File: src/rtl/writeback_arbiter.sv
// writeback_arbiter: two-channel FIFO'd round-robin arbiter driving the register-file write port.
// Optional WB_BYPASS_EN forwards the write landing this cycle onto rs1_out/rs2_out.
module writeback_arbiter #(
    parameter int DATA_W     = 32,
    parameter int REG_ADDR_W = 3,
    parameter int FIFO_DEPTH = 2
) (
    input  logic                     clk,
    input  logic                     reset_n,
    input  logic                     alu_valid,
    output logic                     alu_ready,
    input  logic [REG_ADDR_W-1:0]    alu_rd,
    input  logic [DATA_W-1:0]        alu_value,
    input  logic                     mem_valid,
    output logic                     mem_ready,
    input  logic [REG_ADDR_W-1:0]    mem_rd,
    input  logic [DATA_W-1:0]        mem_value,
    output logic                     reg_write_en,
    output logic [REG_ADDR_W-1:0]    rd,
    output logic [DATA_W-1:0]        rd_value,
    output logic [2**REG_ADDR_W-1:0] pending_mask,
    output logic                     busy,
    input  logic [REG_ADDR_W-1:0]    rs1,
    input  logic [REG_ADDR_W-1:0]    rs2,
    input  logic [DATA_W-1:0]        rs1_in,
    input  logic [DATA_W-1:0]        rs2_in,
    output logic [DATA_W-1:0]        rs1_out,
    output logic [DATA_W-1:0]        rs2_out
);
    localparam int PW = $clog2(FIFO_DEPTH);
    localparam int CW = PW + 1;
    logic [REG_ADDR_W-1:0] q_rd  [2][FIFO_DEPTH];
    logic [DATA_W-1:0]     q_val [2][FIFO_DEPTH];
    logic [PW-1:0]         wp [2];
    logic [PW-1:0]         rp [2];
    logic [CW-1:0]         cnt [2];
    logic [REG_ADDR_W-1:0] in_rd [2];
    logic [DATA_W-1:0]     in_val [2];
    logic [1:0]            valid, ready, req, gnt, push;
    logic                  ptr, sel;
    logic [REG_ADDR_W-1:0] head_rd;
    logic [DATA_W-1:0]     head_val;
    assign valid     = {mem_valid, alu_valid};
    assign in_rd[0]  = alu_rd;
    assign in_rd[1]  = mem_rd;
    assign in_val[0] = alu_value;
    assign in_val[1] = mem_value;
    assign alu_ready = ready[0];
    assign mem_ready = ready[1];
    // ready comes only from the registered count, so a full FIFO refuses even while popping
    always_comb begin
        ready = '0;
        req   = '0;
        for (int c = 0; c < 2; c++) begin
            ready[c] = cnt[c] < CW'(FIFO_DEPTH);
            req[c]   = cnt[c] != '0;
        end
        push     = valid & ready;
        gnt[0]   = req[0] && (!req[1] || !ptr);
        gnt[1]   = req[1] && (!req[0] || ptr);
        sel      = gnt[1];
        head_rd  = q_rd[sel][rp[sel]];
        head_val = q_val[sel][rp[sel]];
    end
    always_ff @(posedge clk) begin
        for (int c = 0; c < 2; c++) begin
            if (push[c]) begin
                q_rd[c][wp[c]]  <= in_rd[c];
                q_val[c][wp[c]] <= in_val[c];
            end
        end
    end
    always_ff @(posedge clk or negedge reset_n) begin
        if (!reset_n) begin
            for (int c = 0; c < 2; c++) begin
                wp[c]  <= '0;
                rp[c]  <= '0;
                cnt[c] <= '0;
            end
            ptr          <= 1'b0;
            reg_write_en <= 1'b0;
            rd           <= '0;
            rd_value     <= '0;
        end else begin
            for (int c = 0; c < 2; c++) begin
                if (push[c]) wp[c] <= wp[c] + 1'b1;
                if (gnt[c]) rp[c] <= rp[c] + 1'b1;
                cnt[c] <= cnt[c] + CW'(push[c]) - CW'(gnt[c]);
            end
            if (&req) ptr <= ~ptr;
            reg_write_en <= |gnt && head_rd != '0;
            if (|gnt) begin
                rd       <= head_rd;
                rd_value <= head_val;
            end
        end
    end
    // pointers are power-of-two wide, so rp + i wraps for free
    always_comb begin
        pending_mask = '0;
        for (int c = 0; c < 2; c++)
            for (int i = 0; i < FIFO_DEPTH; i++)
                if (CW'(i) < cnt[c]) pending_mask[q_rd[c][rp[c] + PW'(i)]] = 1'b1;
        if (reg_write_en) pending_mask[rd] = 1'b1;
        pending_mask[0] = 1'b0;
    end
    assign busy = req != '0 || reg_write_en;
`ifdef WB_BYPASS_EN
    assign rs1_out = (reg_write_en && rd == rs1 && rs1 != '0) ? rd_value : rs1_in;
    assign rs2_out = (reg_write_en && rd == rs2 && rs2 != '0) ? rd_value : rs2_in;
`else
    logic unused_rs;
    assign unused_rs = ^{rs1, rs2};
    assign rs1_out   = rs1_in;
    assign rs2_out   = rs2_in;
`endif
endmodule
File: config.mk
export PLATFORM = sky130hd
export DESIGN_NAME = writeback_arbiter
export DESIGN_NICKNAME = d
export VERILOG_FILES = /design/src/rtl/writeback_arbiter.sv
export SDC_FILE = /design/constraint.sdc
export NUM_CORES = 1
export LEC_CHECK = 0
export ABC_AREA = 1
export BUFFER_PORTS_ARGS = -buffer_cell sky130_fd_sc_hd__buf_2
export CELL_PAD_IN_SITES_DETAIL_PLACEMENT = 0
export CELL_PAD_IN_SITES_GLOBAL_PLACEMENT = 1
export CORE_MARGIN = 2
export CORE_UTILIZATION = 42
export CTS_CLUSTER_DIAMETER = 200
export DETAILED_ROUTE_END_ITERATION = 16
export MAX_ROUTING_LAYER = met4
export PLACE_DENSITY_LB_ADDON = 0.1
export SYNTH_ARGS = -nofsm -noshare
export SYNTH_HDL_FRONTEND = slang
export SYNTH_SLANG_ARGS = --single-unit
export TNS_END_PERCENT = 1
File: constraint.sdc
create_clock -name clk -period 5.5 [get_ports clk]
set_input_delay 1.1 -clock clk [delete_from_list [all_inputs] [get_ports clk]]
set_output_delay 1.1 -clock clk [all_outputs]
set_load 0.05 [all_outputs]
### Word level (Yosys, flattened, before mapping)

Memory sizes are Yosys's and may differ from the RTL's.
Index checks and enable logic that the tools add are counted.

| cells by class | value |
|---|---|
| add/sub/neg operators | 8 |
| $lt $le $gt $ge | 26 |
| muxes and demuxes | 50 |
| bitwise operators | 14 |
| reductions and logical operators | 22 |

Operators with widths:

| kind | count |
|---|---|
| 32-bit two-way mux | 5 |
| 64-bit two-way mux | 2 |
| 32-bit demux with 1-bit select | 2 |
| 3-bit two-way mux | 17 |
| 8-bit two-way mux | 5 |
| 8-bit OR | 4 |
| 3-bit by 4-bit < comparator with 1-bit output (second input constant) | 5 |
| 2-bit greater-or-equal comparator (second input constant) | 8 |
| 1-bit inverter with 2-bit output | 8 |
| 1-bit demux with 3-bit select | 5 |
| 3-bit by 1-bit greater-or-equal comparator with 1-bit output (second input constant) | 5 |
| 6-bit two-way mux | 2 |
| 1-bit logical AND | 10 |
| 1-bit two-way mux | 10 |
| 1-bit by 2-bit < comparator with 1-bit output (first input constant) | 4 |
| 3-bit demux with 1-bit select | 2 |
| 2-bit nonzero test | 3 |
| 1-bit adder (second input constant) | 4 |
| 2-bit by 1-bit adder with 2-bit output | 2 |
| 2-bit by 1-bit < comparator with 1-bit output (second input constant) | 2 |
| 2-bit < comparator (second input constant) | 2 |
| 2-bit by 1-bit subtractor with 2-bit output | 2 |
| 1-bit zero test | 3 |
| 1-bit logical OR | 3 |
| other kinds (5) | 5 |

| word-level totals | value |
|---|---|
| register bits after elaboration | 45 |
| bits in writable memories | 140 |
| input bits | 144 |
| output and inout port bits | 111 |
| word-level logic and storage cells | 132 |
| memories kept | 2 |

Memory list:

| name | depth | bits a word | read ports | clocked after Yosys merged registers in | write ports | RTL line | text |
|---|---|---|---|---|---|---|---|
| q_val | 2 | 64 | 1 | 0 | 2 | 33 | `logic [DATA_W-1:0] q_val [2][FIFO_DEPTH];` |
| q_rd | 2 | 6 | 3 | 0 | 2 | 32 | `logic [REG_ADDR_W-1:0] q_rd [2][FIFO_DEPTH];` |

### Depth between registers and ports, before layout

| depth | value |
|---|---|
| depth in word-level cells | 17 |
| depth in mapped cells | 12 |
| depth with buffers taken out | 11 |

### Worst setup path before layout

OpenSTA, ideal clock, no wires.

| path | value |
|---|---|
| kind | input -> register |
| start | input alu_valid |
| end | memory q_rd[0][0] in the netlist's numbering (enable) |
| library setup time | 427 ps |
| arrival time | 2724 ps |
| required time | 5073 ps |
| setup slack | 2349 ps |
| cell stages on the path | 2 |
| buffers on the path | 0 |
| cells stage by stage | nand2_1 > nor2_1 |

RTL lines:

| what | RTL line | text |
|---|---|---|
| start, declared | 10 | `input logic alu_valid,` |
| end, declared | 32 |  |

### Final worst setup path

| path | value |
|---|---|
| start | register rp[0] in the netlist's numbering |
| end | output pending_mask[6] |

| between the ends | value |
|---|---|
| word-level cells in the longest chain between the ends | 14 |
| elaborated cells on any way between the ends | 25 |
| those cells by class | 1 x add/sub; 4 x order compare; 13 x mux; 5 x bitwise; 2 x reduce/logical |

RTL lines:

| what | RTL line | text |
|---|---|---|
| start, declared | 35 | `logic [PW-1:0] rp [2];` |
| start signal, assigned by index | 87 | `if (gnt[c]) rp[c] <= rp[c] + 1'b1;` |
| 1-bit inverter with 2-bit output (not written as such) | 103 | `if (CW'(i) < cnt[c]) pending_mask[q_rd[c][rp[c] + PW'(i)]] = 1'b1;` |
| 3-bit two-way mux (not written as such) (3 in series) | 103 |  |
| 3-bit by 4-bit < comparator with 1-bit output (not written as such) or 3-bit by 1-bit greater-or-equal comparator with 1-bit output (tied branches) | 103 |  |
| 1-bit logical AND (not written as such) | 103 |  |
| 1-bit two-way mux (not written as such) | 103 |  |
| 1-bit demux with 3-bit select | 103 |  |
| 8-bit OR (no source line) | n/a |  |
| 8-bit two-way mux | 103 |  |
| 8-bit OR (no source line) | n/a |  |
| 8-bit two-way mux (*) | 103 |  |
| 8-bit OR (no source line) | n/a |  |
| 8-bit two-way mux (*) | 104 | `if (reg_write_en) pending_mask[rd] = 1'b1;` |
| end, declared | 21 | `output logic [2**REG_ADDR_W-1:0] pending_mask,` |

Every way passes the cells marked *; elsewhere a longest branch is shown, timed or not. The select of a mux whose other input is x is not followed.

==> results.sh <==
export IMPL_outcome="finished, final reports clean"
export IMPL_area_growth_pct=11.56
export IMPL_die_w_um=143.3
export IMPL_fin_skew_ns=0.01152
export IMPL_r2r_cells=10
export IMPL_fin_crit_sh_pct=60.13
export IMPL_ant_nets=0
export IMPL_post_cts_buffers=0
export IMPL_met3_length_um=1457
export IMPL_drive_gt1_share_pct=20.98
export IMPL_leakage_nw=3.824
export IMPL_worstSkewPairLatency_ns=0.43
export IMPL_seqCellArea_um2=5330
export IMPL_drtPass1Iterations=5
export IMPL_topRoutingLayerUsed="met4"
export IMPL_swShare_pct=46.79
export IMPL_slew_viol_final=0
export IMPL_grt_usage_pct=21.56
export IMPL_comb_power_share_pct=47.0
export IMPL_fmax_ghz=0.3024
export IMPL_cts_tree="built"
export IMPL_nFillCells=1799
export IMPL_clock_sinks=185
export IMPL_hold_ws_ns=0.4773
export IMPL_place_congestion=0.8092
export IMPL_synth_top_family_by_area="simple AND/OR/NAND/NOR gates"
export IMPL_finalNetCount=950
export IMPL_setup_ws_ns=2.193
export IMPL_p_seq_share_pct=32.8
export IMPL_hold_viol=0
export IMPL_core_area_um2=18890
export IMPL_initial_core_util_pct=43.13
export IMPL_grt_pass1_vias=5432
export IMPL_root_buffer="clkbuf_16"
export IMPL_synth_top_area_share_pct=51.60
export IMPL_dpl_hpwl_um=13170
export IMPL_synth_fa_ha_area_share_pct=0.6143
export IMPL_hp_class="reg2reg"
export IMPL_cts_resized=0
export IMPL_required_ns=4.40
export IMPL_synthMuxAreaShare_pct=0
export IMPL_ys_seq_elements=185
export IMPL_cts_reportedPaths_clkPinSlew_ns=0.07
export IMPL_synth_area_per_cell_um2=10.83
export IMPL_finalSetupTns_ns=0
export IMPL_cts_made_buffers=17
export IMPL_max_cap_viol_count=0
export IMPL_arrival_ns=2.21
export IMPL_p_switching_mw=3.006
export IMPL_drc_errors=0
export IMPL_crit_type="reg2out"
export IMPL_routed_wl_um=21100
export IMPL_design_portCount=255
export IMPL_grt_max_degree=76
export IMPL_synth_area_leaders="edfxtp_1 52%, dfrtp_1 14%, nand2_1 11%, nand3_1 6.6%, buf_4 6.3%"
export IMPL_crit_path_start_kind="flop"
export IMPL_min_path_cells=2
export IMPL_met2RoutedLength_um=10720
export IMPL_antenna_found_initial=5
export IMPL_syn_area_um2=8148
export IMPL_overflow=0
export IMPL_total_power_mw=6.424
export IMPL_rows=50
export IMPL_final_util_pct=48.11
export IMPL_end_kind="primary output"
export IMPL_vias=5415
export IMPL_p_per_area_nw_per_um2=706.7
export IMPL_die_area_um2=20530
export IMPL_synth_top_cell_by_area="edfxtp_1"
export IMPL_ys_warn_count=0
export IMPL_drtIter0Drc=261
export IMPL_synthXorXnorAreaFrac_pct=0.8600
export IMPL_wl_met1_um=8433
export IMPL_multi_input_area_um2=1994
export IMPL_clk_path_buf_depth=2
export IMPL_synth_compound_area_share_pct=2.104
export IMPL_synthSimpleGateAreaFrac_pct=20.42
export IMPL_wl_per_cell_um=19.53
export IMPL_yosysUniqueCellTypes=32
export IMPL_worst_slew_pin_slew_ns=0.8467
export IMPL_setup_viol=0
export IMPL_die_h_um=143.3
export IMPL_relSlewSlack_pct=43.55
export IMPL_vias_per_cell=5.014
export IMPL_ys_seq_area_share_pct=65.42
export IMPL_ir_worst_vdd_mv=0.2910
export IMPL_dp_slack_ns=2.121
export IMPL_synthesis_nets=900
export IMPL_grt_pass1_wl_um=31030
export IMPL_p_clk_share_pct=20.2
export IMPL_ctsHoldBuffers=0
export IMPL_min_period_ns=3.307
export IMPL_rsz0062_at_grt="false"
export IMPL_port_buffers=119
export IMPL_critPathMaxFanout=12
export IMPL_synthCells=752
export IMPL_power_internal_mw=3.418
export IMPL_htreeDepth=4
sequential cells by signal, indices dropped and copies added, names as in the netlist:
| name | count |
|---|---|
| wp | 2 |
| q_val | 128 |
| rd_value | 32 |
| rp | 2 |
| rd | 3 |
| q_rd | 12 |
| reg_write_en | 1 |
| ptr | 1 |
| cnt | 4 |
Yosys cell counts (all sizes together):
| library cell | number |
|---|---|
| o21ai | 20 |
| nand2 | 249 |
| a32oi | 2 |
| or2 | 1 |
| nand3b | 1 |
| a22oi | 2 |
| conb | 1 |
| a21oi | 3 |
| nand4 | 8 |
| xnor2 | 2 |
| edfxtp | 140 |
| clkinv | 1 |
| nand3 | 109 |
| dfrtp | 45 |
| nor4 | 2 |
| a31oi | 2 |
| ha | 4 |
| inv | 36 |
| clkbuf | 6 |
| xor2 | 6 |
| buf | 90 |
| nor2 | 22 |
kinds of logic after synthesis:
logic type	Yosys count
flip-flops	185
buffers and inverters	133
XOR/XNOR	8
AO/OA/AOI/OAI	29
other	1
AND/OR/NAND/NOR	392
adder cells (fa/ha/maj)	4
final timing paths:
path                        startpoint               to  slack [ns]
setup / recovery                 rp[0]  pending_mask[6]        2.19
hold / removal             rd_value[7]      rd_value[7]        0.48
setup reg to reg                cnt[1]     reg_write_en        2.24
hold reg to reg            rd_value[7]      rd_value[7]        0.48
max in group asynchronous      reset_n     rd_value[21]        4.19
min in group asynchronous      reset_n     rd_value[30]        0.81
placed cells by master, fill, tap and decap left out, drive strengths merged:
cell type / n
buf: 127
clkbuf: 17
nor4: 2
a22oi: 2
inv: 42
nand2: 249
clkinv: 6
xor2: 6
nand3b: 1
nor2: 22
or2: 1
a31oi: 2
diode: 5
a32oi: 2
ha: 4
xnor2: 2
dfrtp: 45
a21oi: 3
clkinvlp: 1
conb: 1
edfxtp: 140
nand3: 109
nand4: 8
o21ai: 20
bufinv: 3
critical path, cell delays in order (launching register included):
cell	delay, ns
dfrtp_1	0.53
inv_1	0.14
o21ai_0	0.46
nor2_1	0.11
a22oi_1	0.20
nand4_1	0.11
buf_2	0.23
per-layer routing:
metal,vias up,global-route usage (%)
met5,-,-
met4,0,7.792
met3,40,6.304
met2,193,36.21
met1,2613,24.65
li1,2569,-
final cells by class:
cell class / count / area share (%)
tap: 260 / 3.579
antenna: 5 / 0.1376
clock inverter: 15 / 2.285
inverter: 37 / 1.528
multi-input combinational: 434 / 21.94
timing repair buffer: 127 / 7.213
clock buffer: 17 / 4.680
sequential: 185 / 58.64
power by group through the flow:
stage	Clock, mW	Sequential [mW]	Combinational [mW]
after floorplan	0	2.56	2.07
after global placement	0	2.13	3.00
after detailed placement	0	2.13	3.07
after CTS	1.33	2.11	3.08
after global routing	1.39	2.14	3.35
final	1.30	2.11	3.02
stage by stage:
| stage | area [um2] | instances |
|---|---|---|
| 2_1_floorplan | 8148 | 752 |
| 3_3_place_gp | 8444 | 1043 |
| 3_5_place_dp | 8444 | 1043 |
| 4_1_cts | 9077 | 1075 |
| 5_1_grt | 9090 | 1080 |
| 6_report | 9090 | 1080 |
Note: power is estimated with default switching activity, not from simulation.
